--- src/rtl/ula_pkg.sv ---
// Shared definitions for the 16-bit ula and the sequential multiplier that drives it:
// ula op codes and the multiplier FSM state encoding.
package ula_pkg;

    localparam logic [2:0] ULA_ADD = 3'b000;
    localparam logic [2:0] ULA_SUB = 3'b001;
    localparam logic [2:0] ULA_OR  = 3'b010;
    localparam logic [2:0] ULA_SLT = 3'b011;
    localparam logic [2:0] ULA_SLL = 3'b100;
    localparam logic [2:0] ULA_SRL = 3'b101;

    typedef enum logic [2:0] {
        MUL_IDLE = 3'd0,
        MUL_ADD  = 3'd1,
        MUL_SHL  = 3'd2,
        MUL_SHR  = 3'd3,
        MUL_DONE = 3'd4
    } mul_state_t;

endpackage

--- src/rtl/ula.sv ---
// Combinational WIDTH-bit ula: add, sub, or, signed set-less-than and logical shifts.
// Unselected op codes return the fixed pattern 'h1111.
module ula
    import ula_pkg::*;
#(
    parameter int WIDTH = 16
) (
    input  logic [2:0]       op,
    input  logic [WIDTH-1:0] a,
    input  logic [WIDTH-1:0] b,
    output logic [WIDTH-1:0] y
);

    always_comb begin
        y = WIDTH'('h1111);
        case (op)
            ULA_ADD: y = a + b;
            ULA_SUB: y = a - b;
            ULA_OR:  y = a | b;
            ULA_SLT: y = {{(WIDTH-1){1'b0}}, ($signed(a) < $signed(b))};
            ULA_SLL: y = a << b;
            ULA_SRL: y = a >> b;
            default: y = WIDTH'('h1111);
        endcase
    end

endmodule

--- src/rtl/ula_mul_seq.sv ---
// Shift-and-add unsigned multiplier that reuses one ula, one operation per cycle.
// Optional ULA_MUL_EARLY_EXIT_EN: finish as soon as the remaining multiplier bits are zero.
module ula_mul_seq
    import ula_pkg::*;
#(
    parameter int WIDTH = 16,
    parameter int CNT_W = 5
) (
    input  logic             clock,
    input  logic             resetn,
    input  logic             start,
    input  logic [WIDTH-1:0] a,
    input  logic [WIDTH-1:0] b,
    output logic             busy,
    output logic             done,
    output logic [WIDTH-1:0] product
);

    mul_state_t       state_q, state_d;
    logic [WIDTH-1:0] mcand_q, mcand_d;
    logic [WIDTH-1:0] mplier_q, mplier_d;
    logic [WIDTH-1:0] acc_q, acc_d;
    logic [WIDTH-1:0] product_q, product_d;
    logic [CNT_W-1:0] cnt_q, cnt_d;

    logic [2:0]       ula_op;
    logic [WIDTH-1:0] ula_a;
    logic [WIDTH-1:0] ula_b;
    logic [WIDTH-1:0] ula_y;
    logic             last_iter;

    ula #(.WIDTH(WIDTH)) u_ula (
        .op (ula_op),
        .a  (ula_a),
        .b  (ula_b),
        .y  (ula_y)
    );

    always_comb begin
        state_d   = state_q;
        mcand_d   = mcand_q;
        mplier_d  = mplier_q;
        acc_d     = acc_q;
        cnt_d     = cnt_q;
        product_d = product_q;
        ula_op    = ULA_ADD;
        ula_a     = '0;
        ula_b     = '0;
        last_iter = 1'b0;

        case (state_q)
            MUL_IDLE: begin
                if (start) begin
                    mcand_d  = a;
                    mplier_d = b;
                    acc_d    = '0;
                    cnt_d    = '0;
                    state_d  = MUL_ADD;
`ifdef ULA_MUL_EARLY_EXIT_EN
                    if (b == '0) begin
                        state_d   = MUL_DONE;
                        product_d = '0;
                    end
`endif
                end
            end
            MUL_ADD: begin
                // The add slot is spent even when the bit is 0 so latency stays operand-independent.
                ula_op = ULA_ADD;
                ula_a  = acc_q;
                ula_b  = mcand_q;
                if (mplier_q[0]) begin
                    acc_d = ula_y;
                end
                state_d = MUL_SHL;
            end
            MUL_SHL: begin
                ula_op  = ULA_SLL;
                ula_a   = mcand_q;
                ula_b   = WIDTH'(1);
                mcand_d = ula_y;
                state_d = MUL_SHR;
            end
            MUL_SHR: begin
                ula_op    = ULA_SRL;
                ula_a     = mplier_q;
                ula_b     = WIDTH'(1);
                mplier_d  = ula_y;
                cnt_d     = cnt_q + CNT_W'(1);
                last_iter = (cnt_q == CNT_W'(WIDTH - 1));
`ifdef ULA_MUL_EARLY_EXIT_EN
                last_iter = last_iter || (ula_y == '0);
`endif
                // acc is final here, so product is loaded on entry to DONE and is valid with done.
                if (last_iter) begin
                    product_d = acc_q;
                    state_d   = MUL_DONE;
                end else begin
                    state_d = MUL_ADD;
                end
            end
            MUL_DONE: begin
                state_d = MUL_IDLE;
            end
            default: begin
                state_d = MUL_IDLE;
            end
        endcase
    end

    always_ff @(posedge clock) begin
        if (!resetn) begin
            state_q   <= MUL_IDLE;
            mcand_q   <= '0;
            mplier_q  <= '0;
            acc_q     <= '0;
            cnt_q     <= '0;
            product_q <= '0;
        end else begin
            state_q   <= state_d;
            mcand_q   <= mcand_d;
            mplier_q  <= mplier_d;
            acc_q     <= acc_d;
            cnt_q     <= cnt_d;
            product_q <= product_d;
        end
    end

    assign busy    = (state_q != MUL_IDLE);
    assign done    = (state_q == MUL_DONE);
    assign product = product_q;

endmodule

--- config.mk ---
export PLATFORM = sky130hd
export DESIGN_NAME = ula_mul_seq
export DESIGN_NICKNAME = d
export VERILOG_FILES = /design/src/rtl/ula_pkg.sv /design/src/rtl/ula.sv /design/src/rtl/ula_mul_seq.sv
export SDC_FILE = /design/constraint.sdc
export NUM_CORES = 1
export LEC_CHECK = 0
export ABC_AREA = 1
export CORE_MARGIN = 2
export CORE_UTILIZATION = 56
export DETAILED_ROUTE_END_ITERATION = 8
export PLACE_DENSITY_LB_ADDON = 0.2
export SYNTH_ARGS = -nofsm -noshare
export SYNTH_HDL_FRONTEND = slang
export SYNTH_SLANG_ARGS = --single-unit
export TNS_END_PERCENT = 30
--- constraint.sdc ---
create_clock -name clock -period 4.49 [get_ports clock]
set_input_delay 0.898 -clock clock [delete_from_list [all_inputs] [get_ports clock]]
set_output_delay 0.898 -clock clock [all_outputs]
set_load 0.02 [all_outputs]
# --- After elaboration in Yosys (flattened, before gate mapping) ---
# Cells that the tools add are included.
classes:
  add_sub_neg: 3
  magnitude_cmp: 1
  n_eq_ne: 12
  n_shift: 2
  muxes: 16
  bitwise: 1
  n_reduce_logical: 11
op_table:
  columns: ["cell", "count"]
  rows:
  - ["one-hot mux 16 bit (2 select lines)", 4]
  - ["one-hot mux 16 bit (6 select lines)", 1]
  - ["2-to-1 mux 16 bit", 4]
  - ["one-hot mux 16 bit (3 select lines)", 1]
  - ["adder 16 bit", 1]
  - ["less-than comparator 16 bit", 1]
  - ["OR 16 bit", 1]
  - ["left shift 16 x 16 -> 16 bit", 1]
  - ["right shift 16 x 16 -> 16 bit", 1]
  - ["subtractor 16 bit", 1]
  - ["== test 3 x 2 -> 1 bit (second input constant)", 4]
  - ["one-hot mux 3 bit (4 select lines)", 1]
  - ["one-hot mux 5 bit (2 select lines)", 1]
  - ["== test 3 bit (second input constant)", 3]
  - ["== test 3 x 1 -> 1 bit (second input constant)", 2]
  - ["logical NOT 3 bit", 2]
  - ["2-to-1 mux 3 bit", 2]
  - ["one-hot mux 3 bit (2 select lines)", 1]
  - ["AND reduction 2 bit", 3]
  - ["nonzero test 2 bit", 3]
  - ["adder 5 x 1 -> 5 bit (second input constant)", 1]
  - ["== test 5 x 4 -> 1 bit (second input constant)", 1]
  - ["2-to-1 mux 5 bit", 1]
  - ["inequality test 2 bit (second input constant)", 2]
  - ["3 further kinds", 3]
totals:
  register_bits: 72
  inputBits: 35
  output_inout_bits: 18

# --- Logic depth before layout (Yosys ltp) ---
logic_depth:
  ltp_word: 7
  depth_mapped: 27
  mapped_depth_nobuf: 26

# --- By module ---
# Synthesis repeated with hierarchy kept, for this count alone.
hier_totals:
  hier_cells: 1338
  hier_area_um2: 7701.1
by_module_without_submodules:
  columns: ["mod", "n_inst", "cells_each", "area_each_um2"]
  rows:
  - ["ula", 1, 747, 3972.6]
  - ["ula_mul_seq", 1, 591, 3728.6]

# --- Worst setup path after synthesis ---
# Ideal clock, no wire load.
synth_path:
  kind: "register to register"
  start: "register state_q[2]"
  end: "register acc_q[15]"
  setup_ns: 0.132
  t_arrival_ns: 3.072
  required_time_ns: 4.358
  setup_slack_ns: 1.286
  path_stages_with_launch: 24
  path_cell_list: "dfxtp_1 > inv_2 > nand2_2 > nor2_4 > buf_2 > buf_1 > nand2_1 > ha_1 > nand2_1 > nor3_2 > nand2_1 > nor2_1 > nand2_1 > xnor2_1 > ha_1 > nand2_1 > nor4_1 > nand2_1 > nand2_1 > nand3_1 > nand3_1 > nand2_1 > nand2_1 > a21oi_1"
synth_between:
  elab_chain_cells: 7
  elab_cells_between_ends: 26
  cone_classes: "add/sub: 2; eq/ne: 10; shift: 2; mux: 6; bitwise: 1; reduce/logical: 5"
synth_rtl:
  columns: ["element", "line_no", "source"]
  rows:
  - ["from (decl)", "ula_mul_seq.sv:19", "mul_state_t state_q, state_d;"]
  - ["from (signal assigned)", "ula_mul_seq.sv:120", "state_q <= state_d;"]
  - ["== test 3 x 2 -> 1 bit", "ula_mul_seq.sv:51", "case (state_q)"]
  - ["OR reduction 2 bit (no line)", null, null]
  - ["one-hot mux 16 bit (2 select lines)", "ula_mul_seq.sv:51", null]
  - ["subtractor 16 bit, or another cell as far along", "ula.sv:18", "ULA_SUB: y = a - b;"]
  - ["one-hot mux 16 bit (6 select lines)", "ula.sv:16", "case (op)"]
  - ["2-to-1 mux 16 bit", "ula_mul_seq.sv:72", "if (mplier_q[0]) begin"]
  - ["one-hot mux 16 bit (2 select lines)", "ula_mul_seq.sv:51", null]
  - ["to (signal assigned)", "ula_mul_seq.sv:116", "acc_q <= '0;"]
  - ["to (signal assigned)", "ula_mul_seq.sv:123", "acc_q <= acc_d;"]
  - ["to (decl)", "ula_mul_seq.sv:22", "logic [WIDTH-1:0] acc_q, acc_d;"]
# Several ways; a longest one is shown, not always the timed one. The select of a mux whose other input is x is not followed.
# A chain may end at the register's enable or synchronous reset.

# --- Worst setup path in the final report ---
layout_path:
  start: "register state_q[1]"
  end: "register acc_q[14]"
# The elaborated chain is that of the path after synthesis.

==> metrics.md <==
| Metric | Value |
|---|---|
| Die Ht | 91.9 um |
| Max-slew violations | 0 |
| Initial DRC count | 593 |
| Avg Inst Size Synth | ~6.5 sq um |
| Tcrit/Tclk final | 0.856 |
| Hold path startpoint | product[2] |
| CP endpoint kind | flip-flop |
| Htree depth | 3 |
| Clock Skews | 0.0106 ns |
| R2R setup slack | 0.64 ns |
| Post-Layout Cell Count | 813 |
| Worst-Margin Slew | about 1.2 ns |
| Clock latency on the worst-skew pair | 0.36 ns |
| Max-slew headroom | 0.207 |
| Synth async-reset ratio | 0 |
| Reg-to-reg critical path startpoint | state_q[1] |
| Hold Slack | 0.467 ns |
| Final hold violations | 0 |
| Power density cells | around 370 mW/mm^2 |
| Global-route wire length before repair | 21000 um |
| Core Area | between 0.007 and 0.008 sq mm |
| Hpwl dp | 9700 um |
| CP startpoint kind | flip-flop |
| Post-CTS Hold Fix Bufs | 0 |
| PostCTS Resize Cnt | 0 |
| WL/cell | 15.9 um |
| Vias in the first global route | 4214 |
| Switching Share | 0.383 |
| Cells after Synth | 666 |
| Net Count, Synth | 720 |
| Worst Path Arrival | 4.04 ns |
| Largest net degree at the start of global routing | 72 |
| Max-cap viol count | 0 |
| RePlAce Congestion | 0.868 |
| Die X | 91.9 um |
| Critical path cell sequence | inv_2 -> nor2_4 -> inv_4 -> nor2_4 -> inv_2 -> nor2_1 -> inv_1 -> nand3_1 -> inv_1 -> fa_1 -> inv_1 -> nand3_1 -> nand2_1 -> inv_1 -> o21ai_0 -> nand3_1 -> nand2_1 -> nand2_1 -> nand3_1 -> nand2_1 -> nand2_1 -> a21oi_1 |
| Port-buffer cells | 52 |
| CTS tree | built |
| Via/cell ratio | 5.72 |
| NetSw | 0.711 mW |
| Most used DFF post-synth | dfxtp_1 |
| Minimum clock period | 3.85 ns |
| Vias | 4654 |
| CTS Buf Count | 9 |
| Placed Instances | 797 |
| Placed cell areas | 0.00488 sq mm |
| CP max FO | 12 |
| Filler cell count in the final layout | 664 |
| CP max-delay cell | dfxtp_1 |
| Worst setup path class | flip-flop to flip-flop |
| EDFF count, synth | 0 |
| Grt total ovfl | 0 |
| Most Frequent Cell on Critical Path | nand2_1 |
| Clock share of power | 0.273 |
| Area grow syn2layout | 17.3% |
| Row cnt | 32 |
| Residual DRC | 0 |
| CP required | roughly 4.7 ns |
| Worst hold path class | flip-flop to flip-flop |
| FF+latch count, synth | just over 70 |
| Final Cell Area | 0.00507 sq mm |
| Number of I/O pins | 53 |
| Total Wirelength | 12900 um |
| Peak VDD IR | between 0.3 and 0.4 mV |
| TritonRoute pass-1 iters | 6 |
| Final Core Density | 0.666 |
| Synth unique cells | 34 |
| CTS Buffer Depth | 2 |
| Total clock sinks | 72 |
| Antenna violations before repair | 0 |
| Setup crit start | state_q[1] |
| Post-CTS setup buffers | 0 |
| DIE AREA | roughly 0.0084 sq mm |
| RSZ-0062 raised after global routing | false |
| Final setup fails | 0 |
| Seq/Total Area, Yosys | 0.333 |
| CP max stage delay | 0.45 ns |
| Diodes inserted | 0 |
| GRT Util Overall | 0.314 |
| Outcome | finished clean |
| Reg power frac | 0.375 |
| Initial Utilization | 0.568 |
| Mapped cell area | 0.00432 sq mm |
| Share of post-route cells with drive strength above 1 | 0.0478 |
| Synth Warn # | 0 |
| Int Power | approximately 1.1 mW |
| Final antenna-violating net count | 0 |
| Final net count | 760 |
| Comb pwr share | 0.353 |
| Root Buffer | clkbuf_8 |
| Leakage | 2.04 nW |
| Setup tns final | 0 ns |
| Fmax | 260 MHz |
| Clock transition at the registers of the reported paths | approximately 0.080 ns |
## cells by family (layout without fill, tap and decap cells)
kind of cell	Yosys count	count (layout)	synth area share
AND/OR/NAND/NOR	337	337	0.330
flip-flops	72	72	0.333
adder cells (fa/ha/maj)	19	19	0.0567
XOR/XNOR	11	11	0.0223
AO/OA/AOI/OAI	136	136	0.174
buffers and inverters	91	136	0.0831
## cell usage after synthesis, types with 2 or more instances
library cell	number	share of area
ha_1	18	0.052
o21bai_1	2	0.0035
clkbuf_1	12	0.010
inv_1	58	0.050
buf_2	12	0.014
nand3b_1	3	0.0052
inv_2	6	0.0052
nor3_1	5	0.0058
a21o_1	2	0.0035
nand3_1	61	0.071
nand4_1	7	0.010
a211oi_1	2	0.0035
buf_1	2	0.0017
nor2_4	4	0.010
a21oi_1	61	0.071
nor2_1	46	0.040
nor2_2	2	0.0029
a221oi_1	2	0.0041
nand2_1	204	0.18
nand2_2	3	0.0043
dfxtp_1	72	0.33
o21ai_0	29	0.034
o21ai_1	3	0.0035
o211ai_1	3	0.0052
xor2_1	6	0.012
xnor2_1	5	0.010
a31oi_1	29	0.042
## worst paths after layout
| path | end | cells after the start |
|---|---|---|
| worst min-delay path | product[2] | 2 |
| worst max register to register | acc_q[14] | 22 |
| worst min register to register | product[2] | 2 |
| worst max-delay path | acc_q[14] | 22 |
## worst max-delay path: cells and delay by family, from the launching register on
| family | cells | cell delay (ns) |
|---|---|---|
| adders and majority gates | 1 | 0.43 |
| buffers and inverters | 7 | 0.74 |
| AOI/OAI and AO/OA | 2 | 0.33 |
| and+or+nand+nor | 12 | 1.72 |
| DFF | 1 | 0.45 |
## layer usage
layer	wire length [um]	vias to the layer above	track usage
li1	-	2296	-
met1	5950	2127	0.451
met2	5720	209	0.471
met3	993	22	0.0633
met4	283	0	0.108
met5	0	-	0
## cell type report
type / instances / area, sq um / area share
tap: 102 / 128 / 0.0252
timing repair buffer: 55 / 543 / 0.107
clock buffer: 11 / 131 / 0.0259
inverter: 65 / 246 / 0.0486
multi-input combinational: 503 / 2520 / 0.498
clock inverter: 5 / 57.6 / 0.0114
sequential: 72 / 1440 / 0.284
## cell usage in the layout (no fill, tap or decap), types with 2 or more instances in the layout
| cell | netlist | final |
|---|---|---|
| a31oi_1 | 29 | 29 |
| dfxtp_1 | 72 | 72 |
| clkinv_4 | 0 | 2 |
| nand2_2 | 3 | 3 |
| xnor2_1 | 5 | 5 |
| a21o_1 | 2 | 2 |
| a21oi_1 | 61 | 61 |
| nand3b_1 | 3 | 3 |
| o211ai_1 | 3 | 3 |
| clkinv_2 | 0 | 2 |
| nor2_2 | 2 | 2 |
| inv_2 | 6 | 6 |
| nand4_1 | 7 | 7 |
| xor2_1 | 6 | 6 |
| nor2_4 | 4 | 4 |
| a221oi_1 | 2 | 2 |
| clkdlybuf4s50_1 | 0 | 52 |
| buf_4 | 0 | 3 |
| nand3_1 | 61 | 61 |
| o21ai_0 | 29 | 29 |
| nor2_1 | 46 | 46 |
| clkbuf_1 | 12 | 2 |
| o21bai_1 | 2 | 2 |
| nor3_1 | 5 | 5 |
| inv_1 | 58 | 58 |
| clkbuf_8 | 0 | 9 |
| o21ai_1 | 3 | 3 |
| nand2_1 | 204 | 204 |
| ha_1 | 18 | 18 |
| a211oi_1 | 2 | 2 |
## stage by stage
stage               setup slack (ns)  power, mW
detailed placement             0.751       1.35
global route                   0.339       1.97
finish                         0.645       1.86
floorplan                       1.29       1.16
CTS                            0.711       1.84
global placement               0.809       1.35
## power groups by stage
stage	clock network [mW]	logic, mW	registers [mW]
detailed placement	0	0.636	0.710
floorplan	0	0.464	0.700
global route	0.533	0.734	0.700
global placement	0	0.638	0.709
CTS	0.504	0.641	0.695
finish	0.506	0.655	0.696
## flip-flops by register name, summed over array words and instances (netlist names)
register,flops
mplier_q,16
mcand_q,16
state_q,3
product,16
cnt_q,5
acc_q,16
No activity file was read; power rests on OpenSTA's default activity.
